<file path="src/rtl/lc3b_pkg.sv">
// Shared LC-3b definitions: memory-unit FSM states and access encodings.
package lc3b_pkg;

  typedef enum logic [1:0] {
    IDLE = 2'd0,
    LO   = 2'd1,
    HI   = 2'd2,
    DONE = 2'd3
  } mem_state_t;

  localparam logic MEM_READ  = 1'b1;
  localparam logic MEM_WRITE = 1'b0;
  localparam logic SIZE_BYTE = 1'b0;
  localparam logic SIZE_WORD = 1'b1;

endpackage

</file>
<file path="src/rtl/lc3b_mem_unit_if.sv">
// 8-bit request/acknowledge RAM port between the memory unit (master) and RAM (slave).
interface lc3b_mem_unit_if;
  logic [15:0] ram_addr;
  logic        ram_req;
  logic        ram_we;
  logic [7:0]  ram_wdata;
  logic [7:0]  ram_rdata;
  logic        ram_ack;

  modport master (
    output ram_addr, ram_req, ram_we, ram_wdata,
    input  ram_rdata, ram_ack
  );

  modport slave (
    input  ram_addr, ram_req, ram_we, ram_wdata,
    output ram_rdata, ram_ack
  );
endinterface

</file>
<file path="src/rtl/lc3b_mdr_ext.sv">
// Assembles loaded bytes into the 16-bit MDR value with zero/sign extension.
module lc3b_mdr_ext
  import lc3b_pkg::*;
(
  input  logic [7:0]  lo_i,
  input  logic [7:0]  hi_i,
  input  logic        size_i,
  input  logic        sext_i,
  output logic [15:0] data_o
);
  always_comb begin
    data_o = '0;
    if (size_i == SIZE_WORD) data_o = {hi_i, lo_i};
    else if (sext_i)         data_o = {{8{lo_i[7]}}, lo_i};
    else                     data_o = {8'h00, lo_i};
  end
endmodule

</file>
<file path="src/rtl/lc3b_mem_unit.sv">
// LC-3b memory access unit: MAR/MDR plus byte/word transactions over an 8-bit RAM port.
module lc3b_mem_unit
  import lc3b_pkg::*;
#(
  parameter int unsigned WAIT_MAX = 15
) (
  input  logic        clk,
  input  logic        reset,
  input  logic [15:0] mar_in,
  input  logic        ld_mar,
  input  logic        ld_mdr,
  input  logic        mem_r_w,
  input  logic        mem_size,
  input  logic        mdr_sext,
  input  logic [15:0] wr_data,
  output logic [15:0] mdr_out,
  output logic        mem_busy,
  output logic        mem_done,
  output logic        align_err,
  output logic        bus_err,
  lc3b_mem_unit_if.master ram
);
  localparam int unsigned CW = $clog2(WAIT_MAX + 1);

  mem_state_t  state_q, state_d;
  logic [15:0] mar_q, mar_d, mdr_q, mdr_d, wdat_q, wdat_d, addr_q, addr_d;
  logic        rw_q, rw_d, size_q, size_d, sext_q, sext_d;
  logic [7:0]  lo_q, lo_d, wd_q, wd_d;
  logic        req_q, req_d, we_q, we_d, align_q, align_d, berr_q, berr_d;
  logic [CW-1:0] wait_q, wait_d;
  logic [15:0] addr_eff, ext_data;

  lc3b_mdr_ext u_ext (
    .lo_i   ((state_q == LO) ? ram.ram_rdata : lo_q),
    .hi_i   (ram.ram_rdata),
    .size_i (size_q),
    .sext_i (sext_q),
    .data_o (ext_data)
  );

  // Simultaneous ld_mar/ld_mdr: the access must see the address being loaded.
  assign addr_eff = ld_mar ? mar_in : mar_q;

  always_comb begin
    state_d = state_q; mar_d = mar_q; mdr_d = mdr_q; wdat_d = wdat_q;
    rw_d = rw_q; size_d = size_q; sext_d = sext_q; lo_d = lo_q;
    req_d = req_q; addr_d = addr_q; we_d = we_q; wd_d = wd_q;
    wait_d = wait_q; align_d = 1'b0; berr_d = 1'b0;
    unique case (state_q)
      IDLE: begin
        if (ld_mar) mar_d = mar_in;
        if (ld_mdr) begin
          rw_d = mem_r_w; size_d = mem_size; sext_d = mdr_sext; wdat_d = wr_data;
          if (mem_size == SIZE_WORD && addr_eff[0]) begin
            align_d = 1'b1;
          end else begin
            state_d = LO;
            req_d   = 1'b1;
            addr_d  = addr_eff;
            we_d    = (mem_r_w == MEM_WRITE);
            wd_d    = wr_data[7:0];
            wait_d  = '0;
          end
        end
      end
      LO, HI: begin
        if (ram.ram_ack) begin
          wait_d = '0;
          if (state_q == LO && size_q == SIZE_WORD) begin
            state_d = HI;
            lo_d    = ram.ram_rdata;
            addr_d  = mar_q + 16'd1;
            wd_d    = wdat_q[15:8];
          end else begin
            state_d = DONE;
            req_d   = 1'b0;
            we_d    = 1'b0;
            mdr_d   = (rw_q == MEM_READ) ? ext_data : wdat_q;
          end
        end else if (wait_q == CW'(WAIT_MAX - 1)) begin
          state_d = IDLE;
          req_d   = 1'b0;
          we_d    = 1'b0;
          berr_d  = 1'b1;
        end else begin
          wait_d = wait_q + 1'b1;
        end
      end
      DONE: state_d = IDLE;
      default: state_d = IDLE;
    endcase
  end

  always_ff @(posedge clk) begin
    if (!reset) begin
      state_q <= IDLE; mar_q <= '0; mdr_q <= '0; wdat_q <= '0;
      rw_q <= 1'b0; size_q <= 1'b0; sext_q <= 1'b0; lo_q <= '0;
      req_q <= 1'b0; addr_q <= '0; we_q <= 1'b0; wd_q <= '0;
      wait_q <= '0; align_q <= 1'b0; berr_q <= 1'b0;
    end else begin
      state_q <= state_d; mar_q <= mar_d; mdr_q <= mdr_d; wdat_q <= wdat_d;
      rw_q <= rw_d; size_q <= size_d; sext_q <= sext_d; lo_q <= lo_d;
      req_q <= req_d; addr_q <= addr_d; we_q <= we_d; wd_q <= wd_d;
      wait_q <= wait_d; align_q <= align_d; berr_q <= berr_d;
    end
  end

  assign mdr_out       = mdr_q;
  assign mem_busy      = (state_q != IDLE);
  assign mem_done      = (state_q == DONE);
  assign align_err     = align_q;
  assign bus_err       = berr_q;
  assign ram.ram_req   = req_q;
  assign ram.ram_addr  = addr_q;
  assign ram.ram_we    = we_q;
  assign ram.ram_wdata = wd_q;
endmodule

</file>
<file path="src/flat_wrapper.sv">
// flat-port wrapper written by rule: the top's interface ports become plain ports
module lc3b_mem_unit_flat import lc3b_pkg::*;
#(
  parameter int unsigned WAIT_MAX = 15
)
  (clk, reset, mar_in, ld_mar, ld_mdr, mem_r_w, mem_size, mdr_sext, wr_data, mdr_out, mem_busy, mem_done, align_err, bus_err, ram_ram_addr, ram_ram_req, ram_ram_we, ram_ram_wdata, ram_ram_rdata, ram_ram_ack);
  lc3b_mem_unit_if ram_i ();
  input  logic clk;
  input  logic reset;
  input  logic [15:0] mar_in;
  input  logic ld_mar;
  input  logic ld_mdr;
  input  logic mem_r_w;
  input  logic mem_size;
  input  logic mdr_sext;
  input  logic [15:0] wr_data;
  output logic [15:0] mdr_out;
  output logic mem_busy;
  output logic mem_done;
  output logic align_err;
  output logic bus_err;
  output wire logic [$bits(ram_i.ram_addr)-1:0] ram_ram_addr;
  output wire logic [$bits(ram_i.ram_req)-1:0] ram_ram_req;
  output wire logic [$bits(ram_i.ram_we)-1:0] ram_ram_we;
  output wire logic [$bits(ram_i.ram_wdata)-1:0] ram_ram_wdata;
  input wire logic [$bits(ram_i.ram_rdata)-1:0] ram_ram_rdata;
  input wire logic [$bits(ram_i.ram_ack)-1:0] ram_ram_ack;
  assign ram_ram_addr = ram_i.ram_addr;
  assign ram_ram_req = ram_i.ram_req;
  assign ram_ram_we = ram_i.ram_we;
  assign ram_ram_wdata = ram_i.ram_wdata;
  assign ram_i.ram_rdata = ram_ram_rdata;
  assign ram_i.ram_ack = ram_ram_ack;
  lc3b_mem_unit #(.WAIT_MAX(WAIT_MAX)) u_core (.clk(clk), .reset(reset), .mar_in(mar_in), .ld_mar(ld_mar), .ld_mdr(ld_mdr), .mem_r_w(mem_r_w), .mem_size(mem_size), .mdr_sext(mdr_sext), .wr_data(wr_data), .mdr_out(mdr_out), .mem_busy(mem_busy), .mem_done(mem_done), .align_err(align_err), .bus_err(bus_err), .ram(ram_i));
endmodule
</file>
<file path="config.mk">
export PLATFORM = sky130hd
export DESIGN_NAME = lc3b_mem_unit_flat
export DESIGN_NICKNAME = d
export VERILOG_FILES = /design/src/rtl/lc3b_pkg.sv /design/src/rtl/lc3b_mem_unit_if.sv /design/src/rtl/lc3b_mdr_ext.sv /design/src/rtl/lc3b_mem_unit.sv /design/src/flat_wrapper.sv
export SDC_FILE = /design/constraint.sdc
export NUM_CORES = 1
export LEC_CHECK = 0
export CAP_MARGIN = 10
export CORE_ASPECT_RATIO = 1.5
export CORE_MARGIN = 2
export CORE_UTILIZATION = 40
export DETAILED_ROUTE_END_ITERATION = 8
export PLACE_DENSITY = 0.65
export SETUP_SLACK_MARGIN = 0.1
export SYNTH_ARGS = -nofsm -noshare
export SYNTH_HDL_FRONTEND = slang
export SYNTH_SLANG_ARGS = --single-unit
</file>
<file path="constraint.sdc">
create_clock -name clk -period 2.2 [get_ports clk]
set_input_delay 0.66 -clock clk [delete_from_list [all_inputs] [get_ports clk]]
set_output_delay 0.66 -clock clk [all_outputs]
set_load 0.01 [all_outputs]
</file>
### Word level (Yosys, flattened, before mapping)

Index checks and enable logic that the tools add are counted.

| operators by class | value |
|---|---|
| $add $sub $neg | 2 |
| equality and inequality tests | 11 |
| muxes and demuxes | 37 |
| bitwise gates (word level) | 4 |
| reduce and logical (&&, ||, !) cells | 15 |

Operators with widths:

| cell | number |
|---|---|
| 16-bit 2-to-1 mux | 8 |
| 8-bit 2-to-1 mux | 5 |
| 16-bit one-hot mux with 2 select lines | 1 |
| 16-bit by 1-bit adder with 16-bit output, second input constant | 1 |
| 4-bit 2-to-1 mux | 4 |
| 8-bit one-hot mux with 2 select lines | 1 |
| 3-bit AND reduction | 4 |
| 1-bit 2-to-1 mux | 10 |
| 5-bit AND reduction | 2 |
| 2-bit 2-to-1 mux | 4 |
| 4-bit one-hot mux with 2 select lines | 1 |
| 2-bit inequality test, second input constant | 3 |
| 3-bit inequality test, second input constant | 2 |
| 2-bit one-hot mux with 3 select lines | 1 |
| 4-bit by 1-bit adder with 4-bit output, second input constant | 1 |
| 2-bit equality test, second input constant | 2 |
| 4-bit equality test, second input constant | 1 |
| 1-bit inverter | 4 |
| 1-bit one-hot mux with 2 select lines | 2 |
| 4-bit AND reduction | 1 |
| 2-bit nonzero test | 2 |
| 3-bit by 2-bit inequality test with 1-bit output, second input constant | 1 |
| 3-bit OR reduction | 1 |
| 2-bit by 1-bit equality test with 1-bit output, second input constant | 1 |
| other kinds (5) | 6 |

| storage, ports and cells | value |
|---|---|
| register bits after elaboration | 93 |
| input bits | 48 |
| output and inout port bits | 46 |
| word-level logic and storage cells | 84 |

### Logic depth before layout (Yosys ltp)

| depth | value |
|---|---|
| depth in word-level cells | 5 |
| mapped depth | 9 |
| mapped depth without buffers | 6 |

### Modules after synthesis

A second synthesis with hierarchy kept.

| second synthesis, totals | value |
|---|---|
| cell total of the unflattened synthesis | 550 |
| area, all modules | 4,528.1 um^2 |

Modules (own cells, without submodules):

| module | times used | cells each | area each (um^2) | seq. area each (um^2) |
|---|---|---|---|---|
| lc3b_mem_unit | 1 | 524 | 4,376.7 | 1,861.8 |
| lc3b_mdr_ext | 1 | 26 | 151.4 | 0.0 |

### Worst setup path after synthesis

No wires, ideal clock.

| timing path | value |
|---|---|
| path type | input to register |
| start point | in ld_mar |
| end point | reg u_core.wait_q[3] |
| library setup time | 0.076 ns |
| arrival time | 1.737 ns |
| required time | 2.124 ns |
| setup slack | 0.387 ns |
| stages on the path | 4 |
| buffers on the path | 0 |
| cell sequence | mux2i_4 o221ai_4 or4_1 o22ai_1 |

| on the way | value |
|---|---|
| cells in the longest elaborated chain, start to end | 4 |

RTL lines:

| what | line | source |
|---|---|---|
| start, declared | flat_wrapper.sv:11 | `input logic ld_mar;` |
| 16-bit 2-to-1 mux | lc3b_mem_unit.sv:42 | `assign addr_eff = ld_mar ? mar_in : mar_q;` |
| 1-bit logical AND | lc3b_mem_unit.sv:54 | `if (mem_size == SIZE_WORD && addr_eff[0]) begin` |
| 2-bit inequality test (no line) | n/a |  |
| 4-bit AND reduction (no line) | n/a |  |
| end signal, assigned | lc3b_mem_unit.sv:104 | `wait_q <= wait_d; align_q <= align_d; berr_q <= berr_d;` |
| end, declared | lc3b_mem_unit.sv:30 | `logic [CW-1:0] wait_q, wait_d;` |

Every way passes these cells.
A chain may end at the register's enable or synchronous reset.

### Final worst setup path

| timing path | value |
|---|---|
| start point | in ram_ram_ack |
| end point | reg u_core.wd_q[5], in the netlist u_core.ram.ram_wdata[5] |

| on the way | value |
|---|---|
| cells in the longest elaborated chain, start to end | 2 |

RTL lines:

| what | line | source |
|---|---|---|
| start, declared | flat_wrapper.sv:27 | `input wire logic [$bits(ram_i.ram_ack)-1:0] ram_ram_ack;` |
| 2-bit inequality test (no line) | n/a |  |
| 5-bit AND reduction (no line) | n/a |  |
| end signal, assigned | lc3b_mem_unit.sv:103 | `req_q <= req_d; addr_q <= addr_d; we_q <= we_d; wd_q <= wd_d;` |
| end, declared | lc3b_mem_unit.sv:28 | `logic [7:0] lo_q, lo_d, wd_q, wd_d;` |

Every way passes these cells.

==> metrics.yaml <==
worst_setup_path:
  rrSetupSlack_ps: 210
  r2r_end: "u_core.ram.ram_wdata[5]$_SDFFE_PN0P_"
  worstPathRequired_ps: 2450
  r2r-start: "u_core.state_q[0]$_SDFFE_PN0P_"
  crit_type: "input pin to flop"
  reg2reg_depth: 8
  crit_fanout: 15
  crit_path_end_kind: "flop"
  arrival_ps: 2260
  start_kind: "input pin"
floorplanning:
  fp.coreArea_sq_um: 10880
  die_area_sq_um: 11920
  initial_core_util_pct: 40.62
  die_x_um: 89.82
  die_h_um: 132.7
  num_rows: 47
  io_pins: 94
layout:
  fin_nets: 710
  area_delta_synth_final_pct: 37.15
  num_antenna_cells: 0
  final_core_util_pct: 55.71
  final_area_sq_um: 6061
  drive_gt1_share_pct: 12.12
worst_hold_path:
  min_to: "u_core.mdr_out[8]$_SDFFE_PN0P_"
  hp-class: "flop to flop"
  whs_path_depth: 2
  hp-start: "u_core.mdr_out[8]$_SDFFE_PN0P_"
timing:
  min_period_over_period_pct: 91.06
  rsz0062_at_grt: "true"
  tightest_slew_ps: 475.2
  finalSetupTns_ps: 0
  fin_ws_ps: 196.7
  hold_violations: 0
  clock_skew_ps: 7.435
  slew_headroom_pct: 68.27
  drv_slew: 0
  max_freq_mhz: 499.2
  finalSetupViolCount: 0
  period_needed_ps: 2003
routing:
  first_iter_violations: 185
  wl_mm: 13.17
  wl_per_cell_um: 16.32
  route.detailed.drc: 0
  ant_nets: 0
  drtPass1Iterations: 4
  dr_total_vias: 4346
  drt-vias-per-instance: 5.385
global_route:
  grt_usage_pct: 21.87
  antenna_found_initial: 0
  grt_pass1_wl_mm: 21.02
  grt_pass1_vias: 4336
  grt.overflow.total: 0
  grt_max_degree: 27
yosys:
  synth_flop_cell: "dfxtp_1"
  synth.distinct_cells: 52
  yosysSeqAreaShare_pct: 42.13
  ys_warn_count: 0
  synth_edf_count: 0
  syn_area_sq_um: 4419
  synth-async-reset-ratio_pct: 0
  synthCells: 547
  synth.avg_cell_area_sq_um: 8.079
  syn_nets: 601
  synth-seq-cells: 93
cts:
  htree_num_levels: 3
  clkLatencyLatePin_ps: 330
  cts_root_buf: "clkbuf_16"
  cts-hold-fix-buffers: 0
  cts_buffer_depth: 2
  cts_tree: "built"
  cts_setup_buffers: 0
  cts_sinks: 93
  cts.clk_slew.worst_paths_ps: 60
  cts_buffers: 9
place:
  dpl_worst_slack_ps: -289.7
  globalplace.congestion: 0.9035
  port_buffers: 93
  dpl.hpwl_mm: 9.923
  placed_cell_area_sq_um: 5734
power_and_ir_drop:
  power.total_mw: 6.763
  p_leak_nw: 2.224
  ir_drop_v: 0.0005322
  cellPowerDensity_nw_per_um2: 1116
flow_run:
  maxCapViolations: 0
status:
  status: "completed"
## kinds of logic (layout without fill, tap and decap cells)
kind of cell,Yosys count,after routing,synth area share [%]
and+or+nand+nor,228,228,22.40
buffers and inverters,50,163,5.011
DFF,93,93,42.13
muxes,33,33,7.871
AOI/OAI and AO/OA,135,135,20.50
adders and majority gates,6,6,1.699
xor gates and xnor gates,2,2,0.3964
## registers in the layout (all words and copies together) (netlist names), 2 cells and up
signal,flops
u_core.lo_q,8
u_core.mar_q,16
u_core.mdr_out,16
u_core.ram.ram_addr,16
u_core.ram.ram_wdata,8
u_core.state_q,2
u_core.wait_q,4
u_core.wdat_q,16
## final cells by class
| type | instances | area [sq um] |
|---|---|---|
| Tap cell | 147 | 183.9 |
| Clock inverter | 3 | 46.29 |
| Inverter | 11 | 41.29 |
| Fill cell | 1012 | 4818 |
| Timing Repair Buffer | 137 | 1311 |
| Sequential cell | 93 | 1862 |
| Clock buffer | 12 | 246.5 |
| Multi-Input combinational cell | 404 | 2370 |
## repair_timing
item | CTS | global route
gates resized for setup | 7 | 3
endpoints found under the setup margin | 14 | 11
endpoints found under the hold margin | 0 | 0
pin swaps | 0 | 1
## cells in the final DEF (no fill, tap or decap), types with 9 or more instances in the layout
cell             Yosys  layout
mux2i_1             28      28
nand3_1             20      20
clkdlybuf4s50_1      0      90
nand2_1            118     118
inv_1                9       9
buf_4                4      39
a211o_1              9       9
dfxtp_1             93      93
clkbuf_16            0       9
a21oi_1             73      73
nor2_1              47      47
## per-stage QoR
step	cells	hold WS, ps
after floorplan	547	435.7
after global placement	792	442.3
after detailed placement	792	447.5
after CTS	807	456.3
after global routing	807	474.8
final	807	455.8
## synthesized netlist by cell type (3+ instances only)
library cell,count,area share [%]
nand2_1,118,10
dfxtp_1,93,42
a21oi_1,73,8.3
nor2_1,47,4.0
mux2i_1,28,6.3
clkbuf_1,24,2.0
nand3_1,20,2.3
a211o_1,9,1.8
buf_2,9,1.0
inv_1,9,0.76
a211oi_2,8,2.3
nor3_1,8,0.91
o21ai_0,8,0.91
nand4_1,7,0.99
ha_1,6,1.7
o211ai_1,6,1.0
a211oi_1,5,0.85
buf_4,4,0.68
mux2_2,4,1.0
nand2b_1,4,0.57
nor2b_1,4,0.57
nor4_1,4,0.57
or3_1,4,0.57
and3_1,3,0.42
o41ai_1,3,0.59
or4_1,3,0.51
## critical path: stages
cell and delay [ps]:
clkdlybuf4s50_1 530, and4_1 310, o221a_4 240, buf_4 230, nor2_1 80, a211oi_2 200
## how the worst max path moves through the flow
stage	startpoint	end	slack [ps]	cells past startpoint
global route	u_core.state_q[1]$_SDFFE_PN0P_	u_core.ram.ram_addr[11]$_SDFFE_PN0P_	70	7
global placement	ld_mar	u_core.wait_q[3]$_SDFFE_PN0P_	-260	5
CTS	u_core.state_q[0]$_SDFFE_PN0P_	u_core.ram.ram_addr[11]$_SDFFE_PN0P_	130	7
floorplan	ld_mar	u_core.wait_q[3]$_SDFFE_PN0P_	390	4
finish	ram_ram_ack	u_core.ram.ram_wdata[5]$_SDFFE_PN0P_	200	6
detailed placement	ld_mar	u_core.ram.ram_wdata[5]$_SDFFE_PN0P_	-290	6
## power by group
part	internal (mW)	switching (mW)	leakage, nW
logic	1.41	1.52	1.33
registers	2.02	0.277	0.760
clock network	0.908	0.625	0.139
total	4.34	2.42	2.22
## routing by layer
layer | part of all wire (%) | track usage, % | vias to the layer above
li1 | - | - | 2138
met1 | 38 | 23.27 | 2043
met5 | 0 | 0 | -
met4 | 3.9 | 12.14 | 0
met2 | 54 | 40.40 | 129
met3 | 4.3 | 4.043 | 36
(Power assumes the default switching activity.)
==> RTL edit 1: new RTL, same flow settings <==
Make the reset (`reset`) asynchronous in one clocked block.
--- a/src/rtl/lc3b_mem_unit.sv
+++ b/src/rtl/lc3b_mem_unit.sv
@@ -91,7 +91,7 @@
     endcase
   end
 
-  always_ff @(posedge clk) begin
+  always_ff @(posedge clk or negedge reset) begin
     if (!reset) begin
       state_q <= IDLE; mar_q <= '0; mdr_q <= '0; wdat_q <= '0;
       rw_q <= 1'b0; size_q <= 1'b0; sext_q <= 1'b0; lo_q <= '0;
Check against the original RTL: differs if reset is asserted again (counterexample within 4 cycles, from zero or initial values and one cycle with reset low); with reset held inactive, the same outputs for 4 cycles.
==> RTL edit 1 against the unedited design <==
Die area grew 5.0%; utilization is 0.32 points lower; worst setup slack worse by 0.050 ns; sequential power up 44%; critical path type unchanged; clock skew increased by 0.0030 ns; first-iteration DRC count is 32% lower; routed wire length shrank 3.1%; cell area is 4.3% higher; global-route usage shrank 0.53 points; critical path depth is 1 higher; area after synthesis up 5.2%; power increased by 50%; sequential cell count did not move; critical endpoint is now u_core.ram.ram_addr[1].
==> RTL edit 1: results (changes against the unedited design) <==
| Metric | Value |
|---|---|
| Largest net degree at the start of global routing | `38 (was 27)` |
| Post-synthesis xor/xnor area fraction | `0.003766 (was 0.003964)` |
| Post-synth cell types | `45 (was 52)` |
| YS warnings | `0 (unchanged)` |
| Max Root-Sink Buffers | `2 (unchanged)` |
| NumNets Final | `609 (was 710)` |
| Placer Congestion | `0.8776 (was 0.9035)` |
| Top cells by instance count after synthesis | `dfrtp_1, o21ai_0, mux2_2 (was nand2_1, dfxtp_1, a21oi_1)` |
| Non-Filler Instances | `709 (was 807)` |
| Clock Skews | `0.01048 ns (was 0.007435 ns)` |
| H-Tree Depth | `3 (unchanged)` |
| Total negative slack | `0 ns (unchanged)` |
| Final Max Slew Viols | `0 (unchanged)` |
| Leak pwr | `0.002715 uW (was 0.002224 uW)` |
| Diode count | `0 (unchanged)` |
| Area share of fa/ha/maj cells after synthesis | `0.01883 (was 0.01699)` |
| WL/cell | `17.99 microns (was 16.32 microns)` |
| Drt via density | `5.410 (was 5.385)` |
| Critical-path maximum fanout | `4 (was 15)` |
| Root buf cell | `clkbuf_16 (unchanged)` |
| All-Layer GR Usage | `0.2134 (was 0.2187)` |
| Register-to-Register Path Depth | `9 (was 8)` |
| Clock-pin slew on the worst setup and hold paths | `0.07 ns` |
| Area of the multi-input gates | `2175 sq um (was 2370 sq um)` |
| Synth Area in Compound Gates | `0.1504 (was 0.2050)` |
| Drt pass-1 iters | `4 (unchanged)` |
| Share of synthesized flip-flops with an asynchronous set or reset | `1.000 (was 0)` |
| Worst VDD drop | `787.2 uV (was 532.2 uV)` |
| Ranking of synthesized cells by area | `dfrtp_1, mux2_2, o21ai_0, mux2i_1, nand2_1 (was dfxtp_1, nand2_1, a21oi_1, mux2i_1, nor2_1)` |
| Initial antenna violation count | `0 (unchanged)` |
| First-pass GRT wire length | `20.71 mm (was 21.02 mm)` |
| Worst EP arrival | `2.28 ns (was 2.26 ns)` |
| Number of global-route vias before repair | `3997 (was 4336)` |
| Layout cells sized above 1 | `0.2147 (was 0.1212)` |
| NetSw | `3950 uW (was 2418 uW)` |
| Mux cell area share after synthesis | `0.1872 (was 0.07871)` |
| Worst skew pair latency | `0.34 ns` |
| Synth Instances | `433 (was 547)` |
| Placed insts | `686 (was 792)` |
| HP Class | `input port to async pin (was flip-flop to flip-flop)` |
| EDFF count, synth | `0 (unchanged)` |
| 1st-iter DRT viols | `126 (was 185)` |
| Sequential fraction of the synthesis area | `0.5004 (was 0.4213)` |
| Status | `complete, no violations (unchanged)` |
| Post-DP HPWL | `9.404 mm (was 9.923 mm)` |
| CTS Buf Count | `9 (unchanged)` |
| Fillers | `1013 (was 1012)` |
| I/O Buffers | `93 (unchanged)` |
| Pre-CTS WS | `-0.1824 ns (was -0.2897 ns)` |
| Worst Tran Pin Value | `0.7229 ns (was 0.4752 ns)` |
| Syn_nets | `488 (was 601)` |
-- RTL edit 1: changes by cell type in the layout (fill, tap and decap cells not counted), sizes merged, moves of 5 or more --
cell | before | now
dfrtp | 0 | 93
dfxtp | 93 | 0
nand2 | 118 | 43
a21oi | 73 | 18
mux2 | 4 | 53
o21ai | 9 | 57
nor2 | 47 | 16
nand3 | 20 | 4
a211o | 9 | 0
o31ai | 2 | 11
a211oi | 13 | 5
o211ai | 6 | 1
-- RTL edit 1: logic make-up (layout without fill, tap and decap cells) --
family	count (synthesis)	after routing
AO/OA/AOI/OAI	115	115
XOR/XNOR	2	2
adder cells (fa/ha/maj)	7	7
buffers and inverters	36	162
flip-flops	93	93
multiplexers	80	80
AND/OR/NAND/NOR	100	100
-- RTL edit 1: metal layers --
metal | share of wire | up-vias | GRT usage
li1 | - | 1814 | -
met1 | 0.40 | 1899 | 0.2467
met2 | 0.53 | 98 | 0.3917
met3 | 0.036 | 25 | 0.02882
met4 | 0.032 | 0 | 0.09287
met5 | 0 | - | 0
-- RTL edit 1: timing repair --
action,CTS,global route
gates cloned,0,1
pin swaps,0,4
resized for setup,4,10
endpoints found under the hold margin,0,0
buffers inserted,3,3
setup endpoints to repair,2,15
-- RTL edit 1: final timing paths --
path,start,end,slack [ns]
setup / recovery,mar_in[0],u_core.ram.ram_addr[1],0.15
hold / removal,reset,u_core.ram.ram_addr[2],0.26
setup reg to reg,u_core.state_q[1],u_core.ram.ram_addr[15],0.22
hold reg to reg,u_core.mdr_out[9],u_core.mdr_out[9],0.49
max in group asynchronous,reset,u_core.wdat_q[15],1.35
min in group clk,u_core.mdr_out[9],u_core.mdr_out[9],0.49
-- RTL edit 1: critical path: stages --
cell and delay, ns:
clkdlybuf4s50_1 0.50, mux2i_2 0.10, buf_4 0.15, o211a_1 0.21
nand2b_1 0.15, buf_4 0.17, mux2_2 0.34
-- RTL edit 1: final cells by class --
class,count,share of cell area
clock buffers,11,0.03682
clock inverters,5,0.005740
inverters,8,0.004751
multi-input cells,304,0.3440
flip-flops and latches,93,0.3682
well taps,150,0.02969
repair buffers,138,0.2108
-- RTL edit 1: power by group through the flow --
stage,Sequential (uW),Combinational (uW),Clock [uW]
2_1_floorplan,3190,3110,0
3_3_place_gp,3310,5110,0
3_5_place_dp,3350,5240,0
4_1_cts,3310,5360,1470
5_1_grt,3440,5920,1530
6_report,3320,5390,1430
-- RTL edit 1: per-stage QoR --
stage / hold WS [ns] / cell area (sq um)
finish: 0.2625 / 6321
global placement: 0.4707 / 5976
global route: 0.2883 / 6321
CTS: 0.2795 / 6277
detailed placement: 0.4700 / 5976
floorplan: 0.3644 / 4651
==> RTL edit 2: new RTL, config.mk and constraints unchanged <==
Made on the original files. `WAIT_MAX` is set to 15 in 2 places; all go to 14.
--- a/src/rtl/lc3b_mem_unit.sv
+++ b/src/rtl/lc3b_mem_unit.sv
@@ -2,7 +2,7 @@
 module lc3b_mem_unit
   import lc3b_pkg::*;
 #(
-  parameter int unsigned WAIT_MAX = 15
+  parameter int unsigned WAIT_MAX = 14
 ) (
   input  logic        clk,
   input  logic        reset,
--- a/src/flat_wrapper.sv
+++ b/src/flat_wrapper.sv
@@ -1,7 +1,7 @@
 // flat-port wrapper written by rule: the top's interface ports become plain ports
 module lc3b_mem_unit_flat import lc3b_pkg::*;
 #(
-  parameter int unsigned WAIT_MAX = 15
+  parameter int unsigned WAIT_MAX = 14
 )
   (clk, reset, mar_in, ld_mar, ld_mdr, mem_r_w, mem_size, mdr_sext, wr_data, mdr_out, mem_busy, mem_done, align_err, bus_err, ram_ram_addr, ram_ram_req, ram_ram_we, ram_ram_wdata, ram_ram_rdata, ram_ram_ack);
   lc3b_mem_unit_if ram_i ();
Function: no difference found for any inputs over 4 cycles, from zero or initial values and one cycle with reset low; that may be too few to reach the edited logic, so the function may still have changed.
==> RTL edit 2 against the unedited design <==
Worst hold slack got worse by 0.0025 ns; power rose by 1.1%; cell area rose by 1.2%; routed wire length rose by 3.3%; fmax fell by 1.1%; sequential share of layout area fell by 0.35 points; worst setup slack got worse by 0.023 ns; synthesized cell count fell by 0.18%; area after synthesis rose by 0.20%; via count rose by 2.4%; first-iteration DRC count fell by 14%; sequential cell count did not move; non-clock buffer count rose by 7.
==> RTL edit 2: results (changes against the unedited design) <==
| Metric | Value |
|---|---|
| Critical-path maximum fanout | `8 (was 15)` |
| Startpoint types | `input port (unchanged)` |
| Area share of fa/ha/maj cells after synthesis | `0.01695 (was 0.01699)` |
| Non-clk buf share | `0.2224 (was 0.2164)` |
| Seq_cells | `93 (unchanged)` |
| CTS Buf Count | `9 (unchanged)` |
| I/O Buffers | `93 (unchanged)` |
| Top cells by instance count after synthesis | `nand2_1, dfxtp_1, a21oi_1 (unchanged)` |
| R2r setup slk | `0.23 ns (was 0.21 ns)` |
| Crit path from | `mar_in[0] (was ram_ram_ack)` |
| Delay-heaviest family, CP | `buffers and inverters (unchanged)` |
| Placer Congestion | `0.9094 (was 0.9035)` |
| Pre-CTS WS | `-0.3114 ns (was -0.2897 ns)` |
| Clock-cell share of area | `0.04755 (was 0.04831)` |
| Design area | `6131 sq um (was 6061 sq um)` |
| All-Layer GR Usage | `0.2293 (was 0.2187)` |
| Critical path endpoint | `u_core.ram.ram_addr[15] (was u_core.ram.ram_wdata[5])` |
| NumNets Final | `717 (was 710)` |
| WL final | `13.60 mm (was 13.17 mm)` |
| Layout cells sized above 1 | `0.1379 (was 0.1212)` |
| 1st-iter DRT viols | `159 (was 185)` |
| Mux cell area share after synthesis | `0.07855 (was 0.07871)` |
| Worst VDD drop | `499.7 uV (was 532.2 uV)` |
| Area added between synthesis and finish | `38.46% (was 37.15%)` |
| Drt pass-1 iters | `5 (was 4)` |
| Syn_nets | `600 (was 601)` |
| Clk_buf instances | `11 (was 12)` |
| Worst Tran Pin Value | `0.4718 ns (was 0.4752 ns)` |
| Sequential fraction of the synthesis area | `0.4205 (was 0.4213)` |
| Final period util | `0.9210 (was 0.9106)` |
| Status | `complete, no violations (unchanged)` |
| Leak pwr | `0.002274 uW (was 0.002224 uW)` |
| Area of the multi-input gates | `2389 sq um (was 2370 sq um)` |
| Ranking of synthesized cells by area | `dfxtp_1, nand2_1, a21oi_1, mux2i_1, nor2_1 (unchanged)` |
| R2R Path End | `u_core.wait_q[3] (was u_core.ram.ram_wdata[5])` |
| Placed inst area | `5781 sq um (was 5734 sq um)` |
| Post-synth cell types | `53 (was 52)` |
| First-pass GRT wire length | `22.00 mm (was 21.02 mm)` |
| Clock Skews | `0.007982 ns (was 0.007435 ns)` |
| RR Startpoint | `u_core.state_q[1] (was u_core.state_q[0])` |
| Post-DP HPWL | `10.31 mm (was 9.923 mm)` |
| Fillers | `1017 (was 1012)` |
| Via count | `4450 (was 4346)` |
| Largest net degree at the start of global routing | `24 (was 27)` |
| Post-synthesis xor/xnor area fraction | `0.003956 (was 0.003964)` |
| Max incr delay on CP | `0.57 ns (was 0.53 ns)` |
| Max Root-Sink Buffers | `2 (unchanged)` |
| Seq area share | `0.3037 (was 0.3072)` |
| Register-to-Register Path Depth | `7 (was 8)` |
| Non-CTS buffers | `144 (was 137)` |
| Synth Area in Compound Gates | `0.2046 (was 0.2050)` |
## RTL edit 2: power by group
part	internal [uW]	switching, uW
Combinational	1450	1560
Sequential	2020	264
Clock	904	639
Total	4380	2460
## RTL edit 2: per-layer routing
layer | global-route usage | share of wire
met2 | 0.4247 | 0.53
met1 | 0.2393 | 0.38
met5 | 0 | 0
met4 | 0.1291 | 0.043
met3 | 0.04727 | 0.048
## RTL edit 2: what timing repair did
action | in CTS | in global routing
hold buffers | 0 | 0
resized for setup | 6 | 8
pin swaps | 1 | 2
setup endpoints to repair | 9 | 5
setup buffers | 2 | 0
## RTL edit 2: metrics by stage
step                instances  hold WS [ns]  TNS [ns]
floorplan                 546        0.4357         0
global placement          797        0.4419    -6.181
detailed placement        797        0.4470    -7.249
CTS                       814        0.4551         0
global route              814        0.4660         0
finish                    814        0.4533         0
## RTL edit 2: logic make-up after synthesis
logic type      count (synthesis)
fa+ha+maj                       6
buf+inv                        49
xor+xnor                        2
compound gates                135
flops                          93
mux                            33
simple gates                  228
